`src/rtl/pipeline_pkg.sv`:
```
// Shared pipeline definitions: widths, fetch constants, branch opcodes and the
// fetch-queue entry layout.
package pipeline_pkg;

  localparam int unsigned N       = 32;
  localparam int unsigned PC_STEP = 4;
  localparam logic [31:0] NOP_INSTR = 32'h0000_0000;

  // Branch/jump opcodes decoded by EXE to form br_taken.
  localparam logic [5:0] OP_BEZ = 6'b101000;
  localparam logic [5:0] OP_BNE = 6'b101001;
  localparam logic [5:0] OP_JMP = 6'b101010;

  typedef struct packed {
    logic [N-1:0] instr;
    logic [N-1:0] pc_plus4;
  } fetch_entry_t;

endpackage

```
`src/rtl/fetch_queue.sv`:
```
// Small power-of-two FIFO with synchronous flush. The head is read from
// registered storage through a registered pointer, so nothing from the write
// side reaches rdata in the same cycle. rdata is forced to zero when empty.
module fetch_queue #(
  parameter int unsigned W     = 64,
  parameter int unsigned DEPTH = 2
) (
  input  logic                       clk,
  input  logic                       rst,
  input  logic                       push,
  input  logic                       pop,
  input  logic                       flush,
  input  logic [W-1:0]               wdata,
  output logic [W-1:0]               rdata,
  output logic [$clog2(DEPTH):0]     count,
  output logic                       full,
  output logic                       empty
);

  localparam int unsigned AW = $clog2(DEPTH);
  localparam int unsigned CW = AW + 1;

  logic [W-1:0]  mem_q [DEPTH];
  logic [AW-1:0] wr_ptr_q, rd_ptr_q;
  logic [CW-1:0] count_q;
  logic          do_push, do_pop;

  assign empty   = (count_q == '0);
  assign full    = (count_q == CW'(DEPTH));
  assign count   = count_q;
  assign do_pop  = pop & ~empty;
  // A push into a full queue is legal only when the head leaves the same cycle.
  assign do_push = push & (~full | do_pop);
  assign rdata   = empty ? '0 : mem_q[rd_ptr_q];

  // Storage, pointers and occupancy; flush empties the queue outright.
  always_ff @(posedge clk or posedge rst) begin
    if (rst) begin
      for (int i = 0; i < int'(DEPTH); i++) mem_q[i] <= '0;
      wr_ptr_q <= '0;
      rd_ptr_q <= '0;
      count_q  <= '0;
    end else if (flush) begin
      wr_ptr_q <= '0;
      rd_ptr_q <= '0;
      count_q  <= '0;
    end else begin
      if (do_push) begin
        mem_q[wr_ptr_q] <= wdata;
        wr_ptr_q        <= wr_ptr_q + 1'b1;
      end
      if (do_pop) rd_ptr_q <= rd_ptr_q + 1'b1;
      case ({do_push, do_pop})
        2'b10:   count_q <= count_q + 1'b1;
        2'b01:   count_q <= count_q - 1'b1;
        default: count_q <= count_q;
      endcase
    end
  end

endmodule

```
`src/rtl/fetch_sequencer.sv`:
```
// IF-stage fetch controller: PC register, prefetch queue feeding ID over
// valid/ready, redirect handling from EXE and an accepted-instruction counter.
module fetch_sequencer
  import pipeline_pkg::*;
#(
  parameter int unsigned N        = pipeline_pkg::N,
  parameter int unsigned DEPTH    = 2,
  parameter logic [N-1:0] RESET_PC = '0
) (
  input  logic         clk,
  input  logic         rst,
  output logic [N-1:0] imem_addr,
  input  logic [N-1:0] imem_instr,
  input  logic         br_taken,
  input  logic [N-1:0] br_addr,
  output logic         if_valid,
  output logic [N-1:0] if_instr,
  output logic [N-1:0] if_pc_plus4,
  input  logic         id_ready,
  output logic [15:0]  fetch_cnt
);

  localparam int unsigned CW = $clog2(DEPTH) + 1;

  logic [N-1:0]   pc_q, pc_d, pc_plus4;
  logic [15:0]    cnt_q;
  logic           push, pop;
  logic [2*N-1:0] q_head;
  logic [CW-1:0]  q_count;
  logic           q_full, q_empty;

  assign imem_addr = pc_q;
  assign pc_plus4  = pc_q + N'(PC_STEP);
  assign pop       = ~q_empty & id_ready;
  assign push      = ~br_taken & ((q_count < CW'(DEPTH)) | pop);

  fetch_queue #(
    .W     (2 * N),
    .DEPTH (DEPTH)
  ) u_queue (
    .clk   (clk),
    .rst   (rst),
    .push  (push),
    .pop   (pop),
    .flush (br_taken),
    .wdata ({imem_instr, pc_plus4}),
    .rdata (q_head),
    .count (q_count),
    .full  (q_full),
    .empty (q_empty)
  );

  assign if_valid    = ~q_empty;
  // Queue already zeroes its head when empty; NOP keeps the intent explicit.
  assign if_instr    = q_empty ? N'(NOP_INSTR) : q_head[2*N-1:N];
  assign if_pc_plus4 = q_head[N-1:0];
  assign fetch_cnt   = cnt_q;

  // Next PC: redirect wins, then sequential fetch, else hold.
  always_comb begin
    pc_d = pc_q;
    if (br_taken)  pc_d = {br_addr[N-1:2], 2'b00};
    else if (push) pc_d = pc_plus4;
  end

  // PC register and saturating accepted-instruction count.
  always_ff @(posedge clk or posedge rst) begin
    if (rst) begin
      pc_q  <= RESET_PC;
      cnt_q <= '0;
    end else begin
      pc_q <= pc_d;
      if (pop && cnt_q != 16'hFFFF) cnt_q <= cnt_q + 16'd1;
    end
  end

  // Queue full flag must agree with its occupancy count.
  always_ff @(posedge clk) begin
    if (!rst) assert (q_full == (q_count == CW'(DEPTH)));
  end

endmodule

```
`config.mk`:
```
export PLATFORM = sky130hd
export DESIGN_NAME = fetch_sequencer
export DESIGN_NICKNAME = d
export VERILOG_FILES = /design/src/rtl/pipeline_pkg.sv /design/src/rtl/fetch_queue.sv /design/src/rtl/fetch_sequencer.sv
export SDC_FILE = /design/constraint.sdc
export NUM_CORES = 1
export LEC_CHECK = 0
export BUFFER_PORTS_ARGS = -buffer_cell sky130_fd_sc_hd__buf_2
export CORE_ASPECT_RATIO = 0.8
export CORE_MARGIN = 4
export CORE_UTILIZATION = 25
export CTS_BUF_LIST = sky130_fd_sc_hd__clkbuf_4 sky130_fd_sc_hd__clkbuf_8
export DETAILED_ROUTE_END_ITERATION = 12
export PLACE_DENSITY = 0.47
export SLEW_MARGIN = 25
export SYNTH_ARGS = -nofsm -noshare
export SYNTH_HDL_FRONTEND = slang
export SYNTH_SLANG_ARGS = --single-unit
```
`constraint.sdc`:
```
create_clock -name clk -period 7.55 [get_ports clk]
set_clock_uncertainty 0.2 [all_clocks]
set_input_delay 0.755 -clock clk [delete_from_list [all_inputs] [get_ports clk]]
set_output_delay 0.755 -clock clk [all_outputs]
set_load 0.03 [all_outputs]
```
; ---- Yosys cells after proc, flatten, opt, wreduce, memory -nomap -nowiden
; Index checks and enable logic that the tools add are counted.
[classes]
addsub = 6
n_mul = 0
n_div = 0
order_cmp = 4
n_eq_ne = 4
shifts = 0
mux = 16
bitwise_logic = 11
n_reduce_logical = 8
[op_table]
columns = operator, n
row1 = two-way mux 64 bit, 5
row2 = bitwise mux 128 bit, 1
row3 = two-way mux 32 bit, 3
row4 = demux 64 bit (select 1 bit), 1
row5 = adder 32 x 3 -> 32 bit (second input constant), 1
row6 = adder 16 x 1 -> 16 bit (second input constant), 1
row7 = inequality test 16 bit (second input constant), 1
row8 = nonzero test 2 bit, 3
row9 = AND 1 bit, 4
row10 = equality test 2 bit (second input constant), 2
row11 = >= comparator 2 bit (second input constant), 2
row12 = two-way mux 1 bit, 4
row13 = NOT 1 -> 2 bit, 2
row14 = one-hot mux 2 bit (2 select lines), 1
row15 = NOT 1 bit, 3
row16 = nonzero test 3 bit, 1
row17 = adder 1 bit (second input constant), 2
row18 = adder 2 x 1 -> 2 bit (second input constant), 1
row19 = equality test 2 x 1 -> 1 bit (second input constant), 1
row20 = logical AND 1 bit, 2
row21 = zero test 2 bit, 1
row22 = less-than comparator 2 x 1 -> 1 bit (second input constant), 1
row23 = less-than comparator 2 bit (second input constant), 1
row24 = two-way mux 2 bit, 1
row25 = 3 further kinds, 4
[word_totals]
regBits = 180
latchBits = 0
ram_bits = 0
rom_bits = 0
in_bits = 68
output_inout_bits = 113
wordCells = 56
n_memories = 0

; ---- Longest topological paths before layout
[depth]
ltp_word = 9
mapped_depth = 8
mapped_depth_nobuf = 6

; ---- By module
; Synthesis repeated with hierarchy kept, for this count alone.
[unflattened]
cells_unflattened = 837
hier_area_um2 = 9451.6
[by_module_without_submodules]
columns = mod, n_inst, cells_per_inst, area_per_inst_um2, seq_area_each_um2
row1 = fetch_queue, 1, 437, 6110.9, 3303.2
row2 = fetch_sequencer, 1, 400, 3340.7, 1151.1

; ---- Least setup slack after synthesis
; OpenSTA, ideal clock, no wires.
[synth_timing]
path_kind = reg-to-output
from = register u_queue.rd_ptr_q
to = output if_instr[10]
t_arrival_ps = 1627
path_slack_ps = 4968
stages_incl_launch_ff = 5
n_path_buf = 2
path_cell_list = dfrtp_1 -> clkbuf_1 -> buf_1 -> mux2i_1 -> nor2_1
[synth_via]
elab_chain_cells = 6
[synth_rtl]
columns = element, line
row1 = from (decl), fetch_queue.sv:24  ; logic [AW-1:0] wr_ptr_q, rd_ptr_q;
row2 = from (signal assigned), fetch_queue.sv:52  ; if (do_pop) rd_ptr_q <= rd_ptr_q + 1'b1;
row3 = NOT 1 -> 2 bit (implied by the code), fetch_queue.sv:34  ; assign rdata = empty ? '0 : mem_q[rd_ptr_q];
row4 = two-way mux 64 bit (implied by the code) (3 in a row), fetch_queue.sv:34
row5 = two-way mux 64 bit, fetch_queue.sv:34
row6 = two-way mux 32 bit, fetch_sequencer.sv:55  ; assign if_instr = q_empty ? N'(NOP_INSTR) : q_head[2*N-1:N];
row7 = to (decl), fetch_sequencer.sv:17  ; output logic [N-1:0] if_instr,
; Every way passes these cells. The select of a mux whose other input is x is not followed.

; ---- Final worst setup path
[layout_timing]
from = register u_queue.rd_ptr_q
to = output if_pc_plus4[14]
[layout_via]
elab_chain_cells = 5
[layout_rtl]
columns = element, line
row1 = NOT 1 -> 2 bit (implied by the code), fetch_queue.sv:34
row2 = two-way mux 64 bit (implied by the code) (3 in a row), fetch_queue.sv:34
row3 = two-way mux 64 bit, fetch_queue.sv:34
row4 = to (decl), fetch_sequencer.sv:18  ; output logic [N-1:0] if_pc_plus4,
; Every way passes these cells. The select of a mux whose other input is x is not followed.

==> flow_summary.toml <==
[critical_path]
cp_num_cells = 4
worst-setup-path-type = "reg -> out"
critical_path.endpoint_type = "output port"
timing.critical_path.to = "if_pc_plus4[14]"
critPathSlowestCell = "sky130_fd_sc_hd__dfrtp_4"
worst-endpoint-arrival_ns = 2.65
critPathLaunchType = "register"
path_buf_inv = 2
cpPeakStageDelay_ns = 0.81
crit_path_start = "u_queue.rd_ptr_q"
ff2ff_setup_slack_ns = 4.71
critPathRequiredTime_ns = 6.59
timing.rr.end = "u_queue.mem_q[50]"
path_max_fanout = 33
cell_count_of_the_worst_reg_to_reg_path = 6
crit-reg2reg-launch = "u_queue.count[1]"
critical-path-top-delay-family = "buffers and inverters"
crit_chain = "buf_4 > mux2i_1 > nor2_1 > buf_2"

[timing]
hold_viol_final = 0
slew_violations = 0
finalCriticalPeriod_ns = 3.603
setup_slack_ns = 3.947
max_slew_margin_pct = 41.99
min_period_over_period_pct = 47.72
maxClockFrequency_ghz = 0.2776
count_of_endpoints_failing_setup_in_the_final_report = 0
grt_setup_unrepaired = "no"
final.setup.tns_ns = 0
worst-slew-pin-transition_ns = 0.8681

[place]
placed_cells = 1381
place_ws_ns = 4.203
port_buffers = 174
hpwl_um = 16690
finalWeightedCongestion = 0.8250

[layout]
flow.area_growth_from_synthesis_pct = 20.08
layout-drive-gt1-share_pct = 30.95
post_layout_net_count = 1036
count_of_inserted_antenna_diode_cells = 0
final.fill_count = 3590
layout.cells.non_filler = 1413

[synthesis]
synth_area_sq_mm = 0.008517
synth_edf_count = 0
netlist.area_leader.share_pct = 51.12
synth_warnings = 0
yosysSeqAreaShare_pct = 51.12
synth_largest_area_cell = "sky130_fd_sc_hd__dfrtp_1"
postSynthAreaPerCell_sq_um = 10.36
synth_area_leaders = "sky130_fd_sc_hd__dfrtp_1 51%, sky130_fd_sc_hd__mux2_2 9.7%, sky130_fd_sc_hd__mux2i_1 7.4%, sky130_fd_sc_hd__nor2_1 5.4%, sky130_fd_sc_hd__xnor2_1 4.0%"
synth.lib_cells_used.distinct = 39
postSynthRegisterBits = 174
synthesis.instances = 822
share_of_synthesized_flip_flops_with_an_asynchronous_set_or_reset_pct = 100.0
ys.flop_type = "sky130_fd_sc_hd__dfrtp_1"

[detailed_routing]
route.detailed.vias_per_inst = 4.551
post_drt_antenna_nets = 0
initialDrtViolationCount = 305
total_iterations_of_the_first_detailed_routing_run = 4
detail_route.wl_per_cell_um = 17.03
totalWireLength_um = 24060
remaining_drc_errors = 0
num_vias = 6431

[clock_network]
cts_resized = 0
postCtsHoldBufs = 0
htree_num_levels = 4
numCtsBuffers = 17
clk_latency_ns = 0.48
clk_root_buffer_cell = "sky130_fd_sc_hd__clkbuf_8"
ctsLongestPathBuffers = 2
tritoncts = "built"
cts.clk_slew.worst_paths_ns = 0.11
number_of_sinks_handled_by_clock_tree_synthesis = 174
postCtsSetupBuffers = 0

[floorplanning]
die-height_um = 173.1
core.rowCount = 60
floorplan.initialDensity_pct = 25.32
dieWidth_um = 214.4
core_area_sq_mm = 0.03363
boundaryPins = 181
dieArea_sq_mm = 0.03710

[pwr]
power.share.switching_pct = 36.34
combPwrFrac_pct = 27.8
power.share.clock_pct = 27.2
cell_int_power_mw = 1.798
vdd.ir_drop.worst_uv = 111.9
seqPwrFrac_pct = 45.0
switching_power_mw = 1.027
p_per_area_mw_per_mm2 = 276.2
total_power_mw = 2.825
p_leak_nw = 4.427

[global_routing]
initial_antenna_violation_count = 0
grt_pass1_vias = 6497
globalRouteTotalUtil_pct = 12.89
grt_first_pass_wirelength_um = 38290
grt_start_max_net_pins = 103
grt_overflow_total = 0

[worst_hold_path]
timing.hold.worst.class = "in -> async"

[outcome]
outcome = "finished clean"

[run]
maxCapViolations = 0
[synthesized netlist by cell type, types with 3 or more instances]
master / instances
sky130_fd_sc_hd__clkbuf_2: 5
sky130_fd_sc_hd__clkbuf_1: 31
sky130_fd_sc_hd__buf_2: 13
sky130_fd_sc_hd__buf_4: 4
sky130_fd_sc_hd__buf_1: 6
sky130_fd_sc_hd__dfrtp_1: 174
sky130_fd_sc_hd__or4_1: 3
sky130_fd_sc_hd__a21oi_1: 31
sky130_fd_sc_hd__nand3_1: 23
sky130_fd_sc_hd__mux2_2: 73
sky130_fd_sc_hd__nor4_1: 5
sky130_fd_sc_hd__mux2i_1: 63
sky130_fd_sc_hd__nand4_1: 21
sky130_fd_sc_hd__o21ai_1: 3
sky130_fd_sc_hd__nor3_2: 3
sky130_fd_sc_hd__nor2_1: 122
sky130_fd_sc_hd__and4_1: 6
sky130_fd_sc_hd__o21ai_0: 53
sky130_fd_sc_hd__inv_1: 6
sky130_fd_sc_hd__xor2_1: 32
sky130_fd_sc_hd__nor3_1: 7
sky130_fd_sc_hd__nand2_1: 75
sky130_fd_sc_hd__xnor2_1: 39
sky130_fd_sc_hd__and3_1: 4
[layout by cell type, fill, tap and decap left out, types with 3 or more instances in the layout]
cell type and n:
sky130_fd_sc_hd__buf_2 174, sky130_fd_sc_hd__dfrtp_1 173, sky130_fd_sc_hd__nor2_1 121, sky130_fd_sc_hd__nand2_1 74
sky130_fd_sc_hd__mux2_2 73, sky130_fd_sc_hd__mux2i_1 63, sky130_fd_sc_hd__o21ai_0 53, sky130_fd_sc_hd__xnor2_1 39
sky130_fd_sc_hd__xor2_1 32, sky130_fd_sc_hd__a21oi_1 31, sky130_fd_sc_hd__nand3_1 23, sky130_fd_sc_hd__nand4_1 21
sky130_fd_sc_hd__clkbuf_8 18, sky130_fd_sc_hd__nor3_1 7, sky130_fd_sc_hd__buf_4 7, sky130_fd_sc_hd__and4_1 6
sky130_fd_sc_hd__inv_6 6, sky130_fd_sc_hd__inv_1 5, sky130_fd_sc_hd__nor4_1 4, sky130_fd_sc_hd__and3_1 4
sky130_fd_sc_hd__conb_1 4, sky130_fd_sc_hd__bufinv_16 4, sky130_fd_sc_hd__nor4_2 3, sky130_fd_sc_hd__o21ai_1 3
sky130_fd_sc_hd__or4_1 3
[layout make-up]
cell class / instances / area, sq um / share of cell area [%]
Timing Repair Buffer: 182 / 934.6 / 9.139
Clock buffer: 19 / 255.2 / 2.496
Inverter: 6 / 30.03 / 0.2936
Sequential cell: 174 / 4358 / 42.61
Multi-Input combinational cell: 585 / 3909 / 38.22
Clock inverter: 13 / 197.7 / 1.933
Tap cell: 434 / 543.0 / 5.310
[cell families after synthesis]
group	after synthesis	share of synthesized area (%)
AND/OR/NAND/NOR	282	15.28
other	1	0.04403
XOR/XNOR	71	7.301
multiplexers	136	17.06
flip-flops	174	51.12
AO/OA/AOI/OAI	90	5.465
adder cells (fa/ha/maj)	2	0.2938
buffers and inverters	66	3.438
[worst min-delay path by stage]
stage | startpoint | endpoint | slack, ns | depth (start not counted)
floorplan | u_queue.mem_q[10] | u_queue.mem_q[10] | 0.25 | 2
global placement | u_queue.mem_q[10] | u_queue.mem_q[10] | 0.26 | 2
detailed placement | u_queue.mem_q[10] | u_queue.mem_q[10] | 0.27 | 2
CTS | br_addr[6] | imem_addr[6] | 0.23 | 3
global route | br_addr[6] | imem_addr[6] | 0.24 | 3
finish | rst | u_queue.mem_q[124] | 0.21 | 2
[layer usage]
layer | up-vias | GRT usage, % | wire length [um]
met1 | 3152 | 19.14 | 12220
met4 | 0 | 3.214 | 215
met2 | 189 | 18.59 | 10290
li1 | 3073 | - | -
met5 | - | 0 | 0
met3 | 17 | 3.443 | 1334
[power groups by stage]
stage / sequential, mW / clock (mW) / combinational, mW
after floorplan: 1.30 / 0 / 0.539
after global placement: 1.28 / 0 / 0.791
after detailed placement: 1.29 / 0 / 0.802
after CTS: 1.27 / 0.803 / 0.803
after global routing: 1.30 / 0.839 / 0.862
final: 1.27 / 0.768 / 0.786
[through the flow]
step	area (sq um)	util, %	hold WS [ns]
global route	10230	30.41	0.2373
CTS	10220	30.39	0.2267
global placement	9762	29.03	0.2624
detailed placement	9768	29.04	0.2699
floorplan	8528	-	0.2496
finish	10230	30.41	0.2058
[worst reg2reg max path, stage by stage, from the launching register on]
cell	delay [ns]
sky130_fd_sc_hd__dfrtp_1	0.50
sky130_fd_sc_hd__nor2b_1	0.17
sky130_fd_sc_hd__buf_4	0.29
sky130_fd_sc_hd__nor2_1	0.13
sky130_fd_sc_hd__nand2_4	0.41
sky130_fd_sc_hd__buf_4	0.60
sky130_fd_sc_hd__mux2_2	0.42
[state kept, by name, summed over array words and instances, names as in the netlist]
register,count
u_queue.mem_q,124
imem_addr,30
u_queue.count,2
u_queue.rd_ptr_q,1
fetch_cnt,16
u_queue.wr_ptr_q,1
Note: power is estimated with default switching activity, not from simulation.
